===== src/rtl/sampler_pkg.sv =====
// Shared types and constants for the weighted sampler: data width, FSM states,
// LFSR feedback mask and seed sanitising.
package sampler_pkg;

  localparam int DATA_W = 40;

  typedef enum logic [2:0] {
    ST_IDLE,
    ST_SUM,
    ST_REQ,
    ST_WAIT,
    ST_SCAN,
    ST_FIN
  } state_t;

  // Taps 40,38,21,19 for the right-shifting Galois form.
  localparam logic [DATA_W-1:0] LFSR_TAPS = 40'hA0_0014_0000;

  // An all-zero LFSR would lock up, so a zero seed becomes 1.
  function automatic logic [DATA_W-1:0] seed_fix(input logic [DATA_W-1:0] s);
    return (s == '0) ? {{(DATA_W-1){1'b0}}, 1'b1} : s;
  endfunction

endpackage


===== src/rtl/lfsr40_galois.sv =====
// Step-enabled 40-bit Galois LFSR; nxt is the value the register takes on the next step.
module lfsr40_galois
  import sampler_pkg::*;
#(
  parameter logic [DATA_W-1:0] SEED = 40'h00_DEAD_BEEF
) (
  input  logic              clk,
  input  logic              rst,
  input  logic              step,
  output logic [DATA_W-1:0] nxt
);

  logic [DATA_W-1:0] q;

  assign nxt = (q >> 1) ^ (q[0] ? LFSR_TAPS : '0);

  always_ff @(posedge clk or posedge rst) begin
    if (rst)       q <= seed_fix(SEED);
    else if (step) q <= nxt;
  end

endmodule


===== src/rtl/weighted_sampler.sv =====
// Draws one class index from an unnormalised weight table using an external
// modulo stage: sum weights, request random % sum, then scan cumulative weights.
module weighted_sampler
  import sampler_pkg::*;
#(
  parameter int               N_CLASS = 128,
  parameter int               IDX_W   = 7,
  parameter logic [DATA_W-1:0] SEED   = 40'h00_DEAD_BEEF,
  parameter int               TIMEOUT = 128
) (
  input  logic              clk,
  input  logic              rst,
  input  logic              start,
  output logic [IDX_W-1:0]  wt_addr,
  input  logic [DATA_W-1:0] wt_data,
  output logic              mod_en,
  output logic [DATA_W-1:0] mod_in0,
  output logic [DATA_W-1:0] mod_in1,
  input  logic              mod_valid,
  input  logic [DATA_W-1:0] mod_out,
  output logic              busy,
  output logic              done,
  output logic [IDX_W-1:0]  idx,
  output logic              err
);

  localparam int               CNT_W = $clog2(TIMEOUT) + 1;
  localparam logic [IDX_W-1:0] LAST  = IDX_W'(N_CLASS - 1);

  state_t            state;
  logic [1:0]        vld_pipe;   // [0]: wt_addr is a live read, [1]: wt_data is live
  logic [IDX_W-1:0]  rd_idx;
  logic [DATA_W-1:0] acc;
  logic [DATA_W-1:0] acc_nxt;
  logic [DATA_W-1:0] rem;
  logic [CNT_W-1:0]  cnt;
  logic [DATA_W-1:0] lfsr_nxt;

  function automatic logic [DATA_W-1:0] sat_add(input logic [DATA_W-1:0] a,
                                                input logic [DATA_W-1:0] b);
    logic [DATA_W:0] s;
    s = {1'b0, a} + {1'b0, b};
    return s[DATA_W] ? '1 : s[DATA_W-1:0];
  endfunction

  assign acc_nxt = sat_add(acc, wt_data);

  lfsr40_galois #(.SEED(SEED)) u_lfsr (
    .clk  (clk),
    .rst  (rst),
    .step (state == ST_REQ),
    .nxt  (lfsr_nxt)
  );

  always_ff @(posedge clk or posedge rst) begin
    if (rst) begin
      state    <= ST_IDLE;
      vld_pipe <= '0;
      rd_idx   <= '0;
      wt_addr  <= '0;
      acc      <= '0;
      rem      <= '0;
      cnt      <= '0;
      mod_en   <= 1'b0;
      mod_in0  <= '0;
      mod_in1  <= '0;
      busy     <= 1'b0;
      done     <= 1'b0;
      idx      <= '0;
      err      <= 1'b0;
    end else begin
      mod_en      <= 1'b0;
      vld_pipe[1] <= vld_pipe[0];
      rd_idx      <= wt_addr;
      if (vld_pipe[0]) begin
        if (wt_addr == LAST) vld_pipe[0] <= 1'b0;
        else                 wt_addr     <= wt_addr + 1'b1;
      end

      case (state)
        ST_IDLE: begin
          if (start) begin
            state       <= ST_SUM;
            busy        <= 1'b1;
            acc         <= '0;
            wt_addr     <= '0;
            vld_pipe[0] <= 1'b1;
          end
        end

        ST_SUM: begin
          if (vld_pipe[1]) begin
            acc <= acc_nxt;
            if (rd_idx == LAST) begin
              if (acc_nxt == '0) begin
                state <= ST_FIN;
                done  <= 1'b1;
                err   <= 1'b1;
                idx   <= '0;
              end else begin
                state <= ST_REQ;
              end
            end
          end
        end

        ST_REQ: begin
          mod_in0 <= lfsr_nxt;
          mod_in1 <= acc;
          mod_en  <= 1'b1;
          cnt     <= '0;
          state   <= ST_WAIT;
        end

        ST_WAIT: begin
          if (mod_valid) begin
            rem         <= mod_out;
            acc         <= '0;
            wt_addr     <= '0;
            vld_pipe[0] <= 1'b1;
            state       <= ST_SCAN;
          end else if (cnt == CNT_W'(TIMEOUT - 1)) begin
            state <= ST_FIN;
            done  <= 1'b1;
            err   <= 1'b1;
            idx   <= '0;
          end else begin
            cnt <= cnt + 1'b1;
          end
        end

        ST_SCAN: begin
          if (vld_pipe[1]) begin
            acc <= acc_nxt;
            // Zero weights never raise the cumulative sum, so they can never be the first hit.
            if (rem < acc_nxt) begin
              vld_pipe[0] <= 1'b0;
              idx         <= rd_idx;
              err         <= 1'b0;
              done        <= 1'b1;
              state       <= ST_FIN;
            end else if (rd_idx == LAST) begin
              idx   <= LAST;
              err   <= 1'b1;
              done  <= 1'b1;
              state <= ST_FIN;
            end
          end
        end

        ST_FIN: begin
          done  <= 1'b0;
          busy  <= 1'b0;
          state <= ST_IDLE;
        end

        default: state <= ST_IDLE;
      endcase
    end
  end

endmodule


===== config.mk =====
export PLATFORM = sky130hd
export DESIGN_NAME = weighted_sampler
export DESIGN_NICKNAME = d
export VERILOG_FILES = /design/src/rtl/sampler_pkg.sv /design/src/rtl/lfsr40_galois.sv /design/src/rtl/weighted_sampler.sv
export SDC_FILE = /design/constraint.sdc
export NUM_CORES = 1
export LEC_CHECK = 0
export CELL_PAD_IN_SITES_DETAIL_PLACEMENT = 1
export CELL_PAD_IN_SITES_GLOBAL_PLACEMENT = 1
export CORE_MARGIN = 2
export CORE_UTILIZATION = 45
export CTS_CLUSTER_SIZE = 14
export DETAILED_ROUTE_END_ITERATION = 16
export PLACE_DENSITY_LB_ADDON = 0.05
export SYNTH_ARGS = -nofsm -noshare
export SYNTH_HDL_FRONTEND = slang
export SYNTH_SLANG_ARGS = --single-unit

===== constraint.sdc =====
create_clock -name clk -period 18.2 [get_ports clk]
set_clock_uncertainty 0.2 [all_clocks]
set_input_delay 5.46 -clock clk [delete_from_list [all_inputs] [get_ports clk]]
set_output_delay 5.46 -clock clk [all_outputs]
set_load 0.05 [all_outputs]

# Yosys cells after proc, flatten, opt, wreduce, memory -nomap -nowiden
# Cells that the tools add are included.
[classes]
eq_ne = 20
reduce_logical = 15
order_cmp = 1
muxes = 55
add_sub_neg = 3
bitwise = 1
[op_table]
columns = ["cell", "count"]
rows = [
  ["$mux W40", 5],
  ["$pmux W40 S3", 1],
  ["$mux W7", 12],
  ["$add A40 B40 Y41", 1],
  ["$logic_not A40 Y1", 1],
  ["$lt A40 B40 Y1", 1],
  ["$xor A39 B40 Y40", 1],
  ["$mux W3", 9],
  ["$pmux W7 S3", 1],
  ["$mux W1", 18],
  ["$ne A2 B2 Y1 const B", 9],
  ["$mux W8", 2],
  ["$pmux W8 S2", 1],
  ["$reduce_and A8 Y1", 2],
  ["$pmux W3 S5", 1],
  ["$eq A7 B7 Y1 const B", 2],
  ["$pmux W7 S2", 1],
  ["$add A8 B1 Y8 const B", 1],
  ["$eq A8 B7 Y1 const B", 1],
  ["$add A7 B1 Y7 const B", 1],
  ["$eq A3 B2 Y1 const B", 2],
  ["$eq A3 B3 Y1 const B", 2],
  ["$ne A3 B3 Y1 const B", 2],
  ["$pmux W1 S3", 2],
  ["other kinds (13)", 16],
]
[totals]
out_inout_bits = 98
regBits = 238
input_bits = 84
wordCells = 110

# Longest topological paths before layout
# Gate-level depths: netlist of run 1.
[depth]
depth_word = 7
mapped_depth = 24
mapped_depth_nobuf = 20

# Cells and area by module
# A second synthesis of run 1 with hierarchy kept.
[unflattened]
cells_unflattened = 1238
area_unflattened_um2 = 13138.9
[by_module_without_submodules]
columns = ["mod", "cells_per_inst", "area_per_inst_um2", "instances", "seq_area_each_um2"]
rows = [
  ["weighted_sampler", 1113, 11319.6, 1, 4954.8],
  ["lfsr40_galois", 125, 1819.2, 1, 1031.0],
]

# Worst setup path before layout of run 1
# OpenSTA, ideal clock, no wires.
[synth_path]
path_kind = "input to register"
from = "input wt_data[0]"
to = "register idx[0]"
n_path_buf = 3
cell_stages = 23
arrival_ns = 9.936
path_slack_ns = 7.940
setup_ns = 0.124
cell_sequence = "ha_1 fa_1 a21o_1 a221oi_2 o31a_2 o211ai_4 and3_4 or2_2 clkbuf_1 clkbuf_1 nor2_1 ha_1 a21o_1 a21o_1 a211oi_1 nor2_1 a211oi_1 o2111a_1 a211oi_4 or2_2 buf_6 nor3_1 a21oi_1"
[synth_via]
elab_chain_len = 6
word_cells_on_any_way = 10
[synth_lines]
columns = ["element", "line_no", "text"]
rows = [
  ["start, declared", "weighted_sampler.sv:15", "input logic [DATA_W-1:0] wt_data,"],
  ["$add A40 B40 Y41 *", "weighted_sampler.sv:42", "s = {1'b0, a} + {1'b0, b};"],
  ["$mux W40 *", "weighted_sampler.sv:43", "return s[DATA_W] ? '1 : s[DATA_W-1:0];"],
  ["$lt A40 B40 Y1", "weighted_sampler.sv:136", "if (rem < acc_nxt) begin"],
  ["$mux W7", "weighted_sampler.sv:136", ""],
  ["$mux W7", "weighted_sampler.sv:133", "if (vld_pipe[1]) begin"],
  ["$pmux W7 S3", "weighted_sampler.sv:80", "case (state)"],
  ["end signal, assigned", "weighted_sampler.sv:138", "idx <= rd_idx;"],
  ["end, declared", "weighted_sampler.sv:23", "output logic [IDX_W-1:0] idx,"],
]
# Mark *: on every way between the ends. The rest lies on a longest branch, timed or not. The select of a mux whose other input is x is not followed.
# A chain may end at the register's enable or synchronous reset.

# Final worst setup path of run 1
# Ends and elaborated chain as after synthesis.

==> results of run 1 <==
==> worst max-delay path by stage <==
stage                   to  startpoint  cells after the start
finish              idx[0]  wt_data[0]                     19
global route        idx[1]  wt_data[0]                     19
CTS                 idx[5]  wt_data[0]                     21
detailed placement  idx[5]  wt_data[0]                     21
global placement    idx[1]  wt_data[0]                     19
floorplan           acc[0]         rst                      1
==> per-layer routing <==
metal  wire length [um]  vias up  part of all wire
li1                   -     5058                 -
met1              18300     5260              0.49
met2              16300      266              0.44
met3               1730       45             0.047
met4                741        0             0.020
met5                  0        -                 0
==> flip-flops by register name (all words and copies together) (netlist names), 8 cells and up <==
name      cells
acc          40
cnt           8
mod_in0      40
mod_in1      40
rem          40
u_lfsr.q     24
==> logic make-up (layout without fill, tap and decap cells) <==
family / Yosys count / after routing / synth area share
compound gates: 297 / 297 / 0.156
mux: 45 / 45 / 0.0403
other cells: 0 / 1 / 0
fa+ha+maj: 82 / 82 / 0.0829
buf+inv: 99 / 255 / 0.0364
flops: 222 / 222 / 0.448
simple gates: 587 / 587 / 0.206
xor+xnor: 43 / 43 / 0.0302
==> critical path, delay by kind of cell <==
family,cells,cell delay [ns]
compound gates,8,2.33
simple gates,7,2.46
fa+ha+maj,3,0.83
buf+inv,1,0.42
==> area by class of cell <==
cell class                 count  area, um2  area share
inverter                      17       71.3     0.00465
tap                          372        465      0.0303
timing repair buffer         188       1860       0.121
sequential                   222       5590       0.364
clock buffer                  39        801      0.0522
multi-input combinational   1054       6440       0.419
antenna                        1       2.50    0.000163
clock inverter                11        123     0.00799
==> cell usage after synthesis (all sizes together), types with 3 or more instances <==
master     n  area share
buf       32       0.016
inv       16      0.0048
nor3      15      0.0060
a211o      6      0.0042
and4       6      0.0042
dfstp     24       0.051
dfrtp    198        0.40
ha        81       0.081
xor2      21       0.015
o311ai     3      0.0021
o2111a     4      0.0036
o21ai     82       0.033
o2bb2ai    9      0.0063
o211ai     7      0.0053
nand3b     5      0.0030
a31oi      7      0.0035
nand3     14      0.0056
a21oi     74       0.030
clkbuf    50       0.015
a21o      37       0.022
nand4b     3      0.0021
o21a      18       0.011
a211oi    12      0.0082
nand2b     7      0.0035
mux2      41       0.037
nand2    374        0.11
xnor2     22       0.015
nand4     23       0.012
nor2      85       0.026
and3       9      0.0053
or2        5      0.0025
o31a       4      0.0029
a2111oi    7      0.0049
nor2b      9      0.0045
nor4      11      0.0055
a22oi      3      0.0018
mux2i      4      0.0032
or3        4      0.0020
and2       9      0.0045
==> through the flow <==
stage | instances | util | power (mW)
CTS | 1903 | 0.566 | 3.16
global placement | 1853 | 0.532 | 2.51
global route | 1903 | 0.566 | 3.39
finish | 1904 | 0.566 | 3.15
floorplan | 1375 | - | 2.02
detailed placement | 1853 | 0.532 | 2.57
==> power groups by stage <==
stage	logic (mW)	registers [mW]	clock network [mW]
3_5_place_dp	1.75	0.830	0
3_3_place_gp	1.69	0.822	0
4_1_cts	1.77	0.824	0.561
5_1_grt	1.96	0.848	0.577
6_report	1.78	0.825	0.549
2_1_floorplan	1.06	0.962	0
==> run metrics, run 1 <==
status=finished clean; H-tree depth=1; crit path DAT=11.53 ns; Post-DP HPWL=27200 um; Hold Worst Slack=0.242 ns; final instance area=15400 um2; Worst R2R End=idx[0]; most common cell after layout, fill and taps aside=nand2_1; DIE HEIGHT=170 um; Tot GR Track Use=0.260; I/O Pins=182; clock latency on the worst-skew pair=0.54 ns; first-pass iteration count of the detailed router=4; initial antenna violation count=1; final hold viol count=0; dominant synthesized flop cell=dfrtp_1; DRC=0; vias=10600; grt total ovfl=0; Int Pwr=1.64 mW; part of the cycle the worst path needs=0.619; syn nets=1541; Critical Path Slowest Stage Cell=a21oi_1; final WL=37000 um; crit path cell chain=clkdlybuf4s50_1 -> ha_1 -> fa_1 -> a21o_1 -> a221oi_2 -> o31a_2 -> o211ai_4 -> and3_4 -> nor2_1 -> and2_1 -> ha_1 -> nand4_1 -> nor4_1 -> nand2_1 -> or4_4 -> a21oi_1 -> a2111oi_0 -> o2bb2ai_1 -> a21oi_1; DR iter-0 viols=647; slew margin rel.=0.288; NetSw=1.51 mW; Crit path largest cell delay=0.80 ns; Syn Std Cell Area=12500 um2; met2 Use GR=0.400; kind of critical path=input port to register; CP required=18.45 ns; Leak=7.27 nW; number of vias per cell=5.58; clock buffer depth=3; flop2flop setup slack=11.90 ns; Worst Tran Pin Value=1.07 ns; met1 Use GR=0.395; Rows=60; die width=170 um; CTS buffer count=27; async set or reset register ratio after synthesis=1.00; WHS Path Cells=0; Comb power frac=0.564; root buffer cell=clkbuf_16; Clock Power Share=0.174; Reg2Reg Depth=18; RSZ-0062 raised after global routing=no; total negative setup slack=0 ns; share of cells above drive strength 1=0.0921; CTS tree=yes; # fillers=3096; starting density of the core=0.460; Synth cell types=73; reg2reg start=acc[0]; Pwr Density=205 nW/um2; GR Layer Usage met3=0.0312; Post-synth EDFFs=0; minimum clock period=11.27 ns; Routed Antenna Nets=0; pre-CTS setup slack=6.46 ns; sequential share of power=0.262; global-route wire length before repair=59900 um; Max Transition Viols Final=0; hold path start=wt_addr[6]; sw frac=0.478; Fmax achieved=88.7 MHz; YS warnings=0; clock sinks=222; Crit Path Max Fanout=14; Layout area overhead=23.2%; I/O Buffers=181; Final Setup Violations=0; final worst slack=6.93 ns; Startpoint Class=input port; most frequent cells in the layout=374 x nand2_1, 198 x dfrtp_1, 181 x clkdlybuf4s50_1; die area=29000 um2; postcts setup bufs=0; pin count of the biggest net entering global routing=104; Peak VDD IR=115 uV; Avg WL per Cell=19.5 um; CTS Hold Buffers Added=0; gr busiest metal=met2; syn_area_per_cell=9.06 um2; max-cap viol count=0; Worst Hold Class=register to register; #FFs+latches synth=222; cells after synthesis=1375; Worst Setup End Kind=register; Clk pin slew, worst setup/hold paths=0.06 ns; GP Congestion=0.938; final net count=1676; area post-placement=14400 um2; hold path endpoint=rd_idx[6]; vias in the first global route=10900; register area share after synthesis=0.448; PostCTS Resize Cnt=0; Core Region=27100 um2
Power figures use the tool's default switching activity.
==> run 2: changes to the inputs <==
--- a/config.mk
+++ b/config.mk
@@ -8,7 +8,7 @@
 export CELL_PAD_IN_SITES_DETAIL_PLACEMENT = 1
 export CELL_PAD_IN_SITES_GLOBAL_PLACEMENT = 1
 export CORE_MARGIN = 2
-export CORE_UTILIZATION = 45
+export CORE_UTILIZATION = 42
 export CTS_CLUSTER_SIZE = 14
 export DETAILED_ROUTE_END_ITERATION = 16
 export PLACE_DENSITY_LB_ADDON = 0.05
==> constraint.sdc (replaced) <==
create_clock -name clk -period 10.8 [get_ports clk]
set_clock_uncertainty 0.2 [all_clocks]
set_input_delay 3.24 -clock clk [delete_from_list [all_inputs] [get_ports clk]]
set_output_delay 3.24 -clock clk [all_outputs]
set_load 0.05 [all_outputs]
==> run metrics, run 2 (synthesis results as in run 1) <==
CP required=10.99 ns (-7.46 ns); kind of critical path=input port to register; first-pass iteration count of the detailed router=4 (unchanged); Rows=63 (+5.0%); Worst Tran Pin Value=1.01 ns (-0.0554 ns); CTS Hold Buffers Added=0 (unchanged); number of vias per cell=5.49 (-1.7%); Pwr Density=343 nW/um2 (+67%); Max Transition Viols Final=0 (unchanged); max-cap viol count=0 (unchanged); vias in the first global route=10900 (+0.33%); status=finished clean; root buffer cell=clkbuf_16; Inserted Diodes=0 (-1); global-route wire length before repair=59300 um (-0.98%); clock sinks=222 (unchanged); postcts setup bufs=0 (unchanged); initial antenna violation count=0 (-1); area post-placement=14500 um2 (+0.21%); die width=176 um (+3.4%); GP Congestion=0.891 (-5.0%); Hold Worst Slack=0.247 ns (+0.00469 ns); Routed Antenna Nets=0 (unchanged); final hold viol count=0 (unchanged); Core Region=29400 um2 (+8.5%); Post-DP HPWL=27000 um (-0.67%); clock latency on the worst-skew pair=0.54 ns (about the same); H-tree depth=1 (unchanged); Avg WL per Cell=19.1 um (-1.8%); pin count of the biggest net entering global routing=122 (+17%); clock buffer depth=3 (unchanged); PostCTS Resize Cnt=0 (unchanged); pre-CTS setup slack=1.25 ns (-5.21 ns); total negative setup slack=0 ns (unchanged); most frequent cells in the layout=374 x nand2_1, 198 x dfrtp_1, 181 x clkdlybuf4s50_1; Worst Setup End Kind=register; I/O Pins=182 (unchanged); DR iter-0 viols=599 (-7.4%); CTS tree=yes; CTS buffer count=26 (-3.7%); final instance area=15400 um2 (about the same); I/O Buffers=181 (unchanged); grt total ovfl=0 (unchanged); part of the cycle the worst path needs=0.841; Tot GR Track Use=0.239 (-0.0214); slew margin rel.=0.324 (+0.0362); starting density of the core=0.424 (-0.0360); final WL=36600 um (-1.1%); Clk pin slew, worst setup/hold paths=0.06 ns (about the same); Layout area overhead=23.3% (about the same); Worst Hold Class=register to register; final net count=1676 (unchanged); Leak=7.26 nW (about the same); share of cells above drive strength 1=0.0904 (-0.00172); vias=10500 (-1.1%); utilization after layout=0.523 (-0.0439); Fmax achieved=110 MHz; minimum clock period=9.09 ns; crit path DAT=9.28 ns (-2.25 ns); Crit Path Max Fanout=26 (+12); RSZ-0062 raised after global routing=no; final worst slack=1.71 ns (-5.21 ns); die area=31100 um2 (+7.0%); DRC=0 (unchanged); # fillers=3337 (+7.8%); Peak VDD IR=151 uV (+32%); most common cell after layout, fill and taps aside=nand2_1; DIE HEIGHT=176 um (+3.4%); Startpoint Class=input port; Final Setup Violations=0 (unchanged)
-- run 2: final cells by class --
| cell class | instances | area [um2] | share of cell area |
|---|---|---|---|
| Multi-Input combinational cell | 1054 | 6440 | 0.419 |
| Sequential cell | 222 | 5590 | 0.364 |
| Timing Repair Buffer | 189 | 1870 | 0.122 |
| Clock buffer | 38 | 786 | 0.0511 |
| Tap cell | 390 | 488 | 0.0318 |
| Clock inverter | 7 | 124 | 0.00806 |
| Inverter | 17 | 71.3 | 0.00464 |
-- run 2: per-stage QoR --
| step | cells | power [mW] |
|---|---|---|
| 6_report | 1917 | 5.27 |
| 5_1_grt | 1917 | 5.69 |
| 4_1_cts | 1917 | 5.30 |
| 3_5_place_dp | 1872 | 4.34 |
| 3_3_place_gp | 1872 | 4.25 |
| 2_1_floorplan | 1375 | 3.41 |
-- run 2: worst max-delay path: stages --
cell	delay, ns
clkdlybuf4s50_1	0.41
ha_1	0.23
fa_1	0.41
a21o_1	0.23
a221oi_2	0.42
o31a_2	0.27
o211ai_4	0.13
and3_4	0.21
or2_2	0.53
nor2_1	0.23
ha_1	0.28
a21o_1	0.19
a21o_1	0.17
a21oi_1	0.19
o21ai_0	0.24
a211oi_1	0.54
o2111a_1	0.37
a21oi_1	0.33
a2111oi_0	0.43
o2bb2ai_1	0.16
a21oi_1	0.05
-- run 2: where the power goes --
| group | internal [mW] | total [mW] | leakage [nW] | switching (mW) |
|---|---|---|---|---|
| clock | 0.572 | 0.924 | 0.446 | 0.352 |
| sequential | 1.14 | 1.38 | 2.77 | 0.242 |
| combinational | 1.07 | 2.97 | 4.04 | 1.90 |
-- run 2: path summary, 6_finish.rpt --
kind	from	endpoint	slack (ns)	depth (start not counted)
setup / recovery	wt_data[0]	idx[6]	1.71	21
hold / removal	wt_addr[6]	rd_idx[6]	0.25	0
setup reg to reg	acc[0]	idx[6]	4.44	20
hold reg to reg	wt_addr[6]	rd_idx[6]	0.25	0
max in group asynchronous	rst	acc[20]	6.01	3
min in group asynchronous	rst	mod_in1[2]	3.06	2
-- run 2: per-layer routing --
layer  wire length [um]  up-vias  share of wire  GRT usage
met1              18200     5191           0.50      0.355
met2              16000      223           0.44      0.371
met3               1500       41          0.041     0.0289
li1                   -     5061              -          -
met4                921        0          0.025     0.0603
met5                  0        -              0          0
==> run 3: changes to the inputs <==
==> constraint.sdc (replaced) <==
create_clock -name clk -period 9.5 [get_ports clk]
set_clock_uncertainty 0.2 [all_clocks]
set_input_delay 2.85 -clock clk [delete_from_list [all_inputs] [get_ports clk]]
set_output_delay 2.85 -clock clk [all_outputs]
set_load 0.05 [all_outputs]
==> run metrics, run 3 (synthesis results as in run 1) <==
most common cell after layout, fill and taps aside=nand2_1; Worst Hold Class=register to register; die area=31100 um2 (unchanged); Peak VDD IR=149 uV (-0.93%); initial antenna violation count=0 (unchanged); I/O Buffers=181 (unchanged); first-pass iteration count of the detailed router=5 (+1); final net count=1678 (+0.12%); Tot GR Track Use=0.234 (-0.00502); RSZ-0062 raised after global routing=no; Layout area overhead=23.2%; I/O Pins=182 (unchanged); clock sinks=222 (unchanged); global-route wire length before repair=58100 um (-2.0%); GP Congestion=0.924 (+3.7%); final hold viol count=0 (unchanged); DR iter-0 viols=612 (+2.2%); die width=176 um (unchanged); vias in the first global route=10600 (-2.7%); Power Total=5.98 mW (+13%); total negative setup slack=0 ns (unchanged); Inserted Diodes=0 (unchanged); crit path DAT=8.68 ns (-0.60 ns); share of cells above drive strength 1=0.0907 (+0.000358); Startpoint Class=input port; minimum clock period=8.48 ns; root buffer cell=clkbuf_16; clock buffer depth=3 (unchanged); CTS tree=yes; kind of critical path=input port to register; Post-DP HPWL=27200 um (+0.56%); H-tree depth=1 (unchanged); clock latency on the worst-skew pair=0.55 ns (about the same); DRC=0 (unchanged); most frequent cells in the layout=374 x nand2_1, 198 x dfrtp_1, 181 x clkdlybuf4s50_1; CP required=9.71 ns (-1.28 ns); status=finished clean; vias=10500 (-0.21%); Final Setup Violations=0 (unchanged); final worst slack=1.02 ns (-0.689 ns); Clk pin slew, worst setup/hold paths=0.06 ns (about the same); Core Region=29400 um2 (unchanged); number of vias per cell=5.46 (-0.47%); Worst Tran Pin Value=1.04 ns (+0.0240 ns); slew margin rel.=0.308 (-0.0160); postcts setup bufs=0 (unchanged); Avg WL per Cell=18.9 um (-1.1%); Rows=63 (unchanged); pin count of the biggest net entering global routing=95 (-22%); Fmax achieved=118 MHz; DIE HEIGHT=176 um (unchanged); grt total ovfl=0 (unchanged); final WL=36300 um (-0.83%); Max Transition Viols Final=0 (unchanged); Routed Antenna Nets=0 (unchanged); Leak=7.26 nW (about the same); Crit Path Max Fanout=14 (-46%); pre-CTS setup slack=0.547 ns (-0.702 ns); WHS Path Cells=0 (unchanged); flop2flop setup slack=3.37 ns (-1.07 ns); starting density of the core=0.424 (unchanged); part of the cycle the worst path needs=0.892; max-cap viol count=0 (unchanged); Pwr Density=389 nW/um2 (+14%); Reg2Reg Depth=20 (unchanged); CTS Hold Buffers Added=0 (unchanged); CTS buffer count=27 (+3.8%); Worst Setup End Kind=register; PostCTS Resize Cnt=0 (unchanged)
run 3: cell count changes in the layout (fill, tap and decap cells not counted):
cell        delta
clkinv_4       +1
clkinv_2       +2
clkinv_8       -1
clkbuf_1       +4
clkbuf_16      +1
clkinvlp_4     -1
inv_6          +3
buf_4          +1
bufinv_16      -1
clkbuf_8       -4
run 3: per-stage QoR:
step	instances	hold WS [ns]	cell area [um2]	utilization
after detailed placement	1873	0.225	14500	0.492
after CTS	1922	0.242	15300	0.522
after global placement	1873	0.224	14500	0.492
after floorplan	1375	0.174	12500	-
final	1922	0.239	15300	0.522
after global routing	1922	0.274	15300	0.522
run 3: power by group:
| group | leakage [nW] | internal, mW | switching (mW) |
|---|---|---|---|
| clock network | 0.439 | 0.618 | 0.408 |
| registers | 2.77 | 1.30 | 0.275 |
| logic | 4.05 | 1.21 | 2.17 |
run 3: layout make-up:
cell class	instances	area, um2
clock buffer	39	771
sequential	222	5590
timing repair buffer	190	1880
multi-input combinational	1054	6440
fill	3380	14100
inverter	17	71.3
tap	390	488
clock inverter	10	115
run 3: final timing paths:
path | start | endpoint
worst min-delay path | vld_pipe[0] | vld_pipe[1]
worst max-delay path | wt_data[0] | idx[1]
worst max register to register | acc[0] | idx[1]
max in group asynchronous | rst | rem[33]
worst min register to register | vld_pipe[0] | vld_pipe[1]
min in group asynchronous | rst | mod_in1[4]
run 3: layer usage:
layer / routed length (um) / global-route usage
met1: 18200 / 0.352
met2: 15400 / 0.352
met3: 1770 / 0.0319
met4: 966 / 0.0644
met5: 0 / 0
run 3: critical path, stage by stage:
cell and delay, ns:
clkdlybuf4s50_1 0.42, ha_1 0.23, fa_1 0.40, a21o_1 0.22, a221oi_2 0.40, o31a_2 0.27, o211ai_4 0.13, and3_4 0.21
or2_2 0.43, nor2_1 0.20, ha_1 0.27, a21o_1 0.18, a21o_1 0.18, a21oi_1 0.17, o21ai_0 0.25, a211oi_1 0.52
o2111a_1 0.37, a21oi_1 0.31, a2111oi_0 0.44, o2bb2ai_1 0.16, a21oi_1 0.05
==> RTL edit, RTL diff (config.mk and constraints of run 3) <==
The 6 states of `state_t` get a one-hot encoding in 6 bits.
--- a/src/rtl/sampler_pkg.sv
+++ b/src/rtl/sampler_pkg.sv
@@ -4,13 +4,13 @@
 
   localparam int DATA_W = 40;
 
-  typedef enum logic [2:0] {
-    ST_IDLE,
-    ST_SUM,
-    ST_REQ,
-    ST_WAIT,
-    ST_SCAN,
-    ST_FIN
+  typedef enum logic [5:0] {
+    ST_IDLE = 6'b000001,
+    ST_SUM  = 6'b000010,
+    ST_REQ  = 6'b000100,
+    ST_WAIT = 6'b001000,
+    ST_SCAN = 6'b010000,
+    ST_FIN  = 6'b100000
   } state_t;
 
   // Taps 40,38,21,19 for the right-shifting Galois form.
Check against the original RTL: no difference found for any inputs over 10 cycles, from zero or initial values and one cycle with rst high; not proved beyond that.
==> RTL edit against run 3 <==
  * Sequential cell count rose by 3
  * Synthesized area fell by 2.5%
  * Cell area fell by 2.1%
  * Critical endpoint is now err
  * Setup slack got worse by 0.25 ns
  * Largest cell class unchanged
  * Routed wire length fell by 1.7%
  * Highest routed layer unchanged
  * Non-clock buffer count rose by 3
  * Fmax fell by 2.8%
Power is not compared: it rests on default switching activity, and its combinational part moved more than twofold at a synthesized area within 25%.
==> RTL edit: results (changes against run 3) <==
Yosys
  – Ys Warns: 0 (unchanged)
  – Synth Net Count: 1487 (-3.5%)
  – Gate Count Post-Synth: 1321 (-3.9%)
  – Synth Area in Compound Gates: 13.30% (-2.3 points)
  – Top-area cell type share of the netlist area: 41.19% (+1.4 points)
  – Synth cell types: 74 (+1.4%)
  – Register bit total from synthesis: 225 (+1.4%)
  – Combinational family with the most area after synthesis: simple AND/OR/NAND/NOR gates
  – Register area share after synthesis: 46.59% (+1.8 points)
  – Commonest cells in the synthesized netlist: nand2_1 (388), dfrtp_1 (200), nor2_1 (92)
  – Mux cell area share after synthesis: 4.139% (+0.11 points)
  – Xor and xnor area share after synthesis: 3.099% (+0.077 points)
  – Asr flop ratio synth: 100.0% (unchanged)
  – Largest cells by area after synthesis: dfrtp_1 (41%), nand2_1 (12%), ha_1 (8.3%)
  – Adder-cell area share of the yosys netlist: 8.505% (+0.21 points)
  – Dominant synthesized flop cell: dfrtp_1

Clock network
  – H-tree Lvls: 1 (unchanged)
  – Worst skew pair latency: 0.54 ns
  – CTS clk-pin slew, worst paths: 0.06 ns (about the same)
  – # Post-CTS Setup Buffers: 0 (unchanged)
  – Root Buffer: clkbuf_16
  – CTS Buffer Depth: 3 (unchanged)
  – Post_cts resized: 0 (unchanged)
  – CTS Buf Count: 25 (-7.4%)

Min path
  – Worst min path class: flip-flop to flip-flop

Layout
  – Fin nets: 1636 (-2.5%)
  – Layout cell share with drive strength beyond 1: 9.940% (+0.87 points)
  – Diode count: 0 (unchanged)

Drt
  – Pre-Repair DR Iteration Count: 5 (unchanged)
  – Via count: 10100 (-3.7%)
  – DRT iter0 DRCs: 670 (+9.5%)
  – Routed wire length: 35730 µm (-1.7%)
  – Routed WL per cell: 19.07 µm (+0.90%)

Pwr
  – VDD IR-drop max: 0.1614 mV
  – Lkg Pwr: 7.354 nW

Timing
  – Worst-margin pin slew: 1.145 ns (+0.1075 ns)
  – Final WS setup: 0.7790 ns (-0.2458 ns)

Placement
  – Post-DP HPWL: 26460 µm (-2.6%)
  – Cell count after placement: 1827 (-2.5%)
  – Port buffer count: 181 (unchanged)
  – Routability cong.: 0.9291 (+0.60%)
  – Setup WS pre-CTS: 0.2323 ns (-0.3147 ns)

GRT
  – Antenna violations before repair: 0 (unchanged)
  – Largest net degree at the start of global routing: 104 (+9.5%)
  – First-pass GRT wire length: 58270 µm (+0.27%)
  – GRT Total Usage: 24.01% (+0.60 points)
  – Vias in the first global route: 10550 (-0.62%)

Status
  – Status: finished clean

Setup path
  – Reg2reg start: acc[0]
  – Slowest-stage cell, CP: or4_1
  – Crit path launch: wt_data[0]
  – Delay-heaviest family, CP: compound AO/OA/AOI/OAI gates
  – Crit-path max cell delay: 0.48 ns (-0.04 ns)
  – WS Path Type: input port to flip-flop
  – End of the worst register-to-register path: err
  – FF-to-FF path depth: 22 (+10%)
  – Worst Path Max Fanout: 16 (+2)
  – Worst reg2reg setup slack: 3.12 ns (-0.25 ns)
RTL edit: cell types whose count changed after synthesis, sizes merged, moves of 6 or more:
cell and change:
a2111oi -6, a21o -15, a21oi -15, and2 -7, clkbuf -13, inv +7
nand2 +14, nand4 +7, nor2 +8, nor4 -8, o221ai +7, o2bb2ai -9
or4 +6
RTL edit: power breakdown:
part	switching (mW)	leakage, nW	internal, mW
clock	0.412	0.404	0.547
combinational	0.743	3.95	0.402
sequential	0.0768	3.00	1.03
RTL edit: cell families (layout without fill, tap and decap cells):
kind of cell | count (synthesis) | after routing
and+or+nand+nor | 587 | 587
AOI/OAI and AO/OA | 245 | 245
DFF | 225 | 225
buffers and inverters | 94 | 262
adders and majority gates | 82 | 82
muxes | 45 | 45
xor gates and xnor gates | 43 | 43
RTL edit: cell type report:
class	count	area, µm²
flip-flops and latches	225	5662
clock inverters	14	122.6
fillers	3229	13600
clock buffers	32	691.9
inverters	23	93.84
multi-input cells	1002	6068
repair buffers	193	1902
well taps	384	480.5
RTL edit: per-stage QoR:
step                area (µm²)  hold WS [ns]  util [%]
floorplan                12150        0.1876         -
global placement         14210        0.2266     49.63
detailed placement       14210        0.2419     49.63
CTS                      15020        0.2549     52.47
global route             15020        0.2651     52.47
finish                   15020        0.2547     52.47
RTL edit: worst min-delay path by stage:
stage / from / to / depth (start not counted)
2_1_floorplan: vld_pipe[0] / vld_pipe[1] / 0
3_3_place_gp: vld_pipe[0] / vld_pipe[1] / 0
3_5_place_dp: vld_pipe[0] / vld_pipe[1] / 0
4_1_cts: vld_pipe[0] / vld_pipe[1] / 0
5_1_grt: wt_addr[6] / rd_idx[6] / 0
6_report: vld_pipe[0] / vld_pipe[1] / 0
RTL edit: layer usage:
| layer | track usage (%) | share of wire (%) | wire length [µm] |
|---|---|---|---|
| met1 | 35.80 | 49 | 17460 |
| met3 | 3.150 | 4.8 | 1721 |
| met2 | 37.50 | 45 | 15940 |
| met5 | 0 | 0 | 0 |
| met4 | 4.867 | 1.7 | 602 |
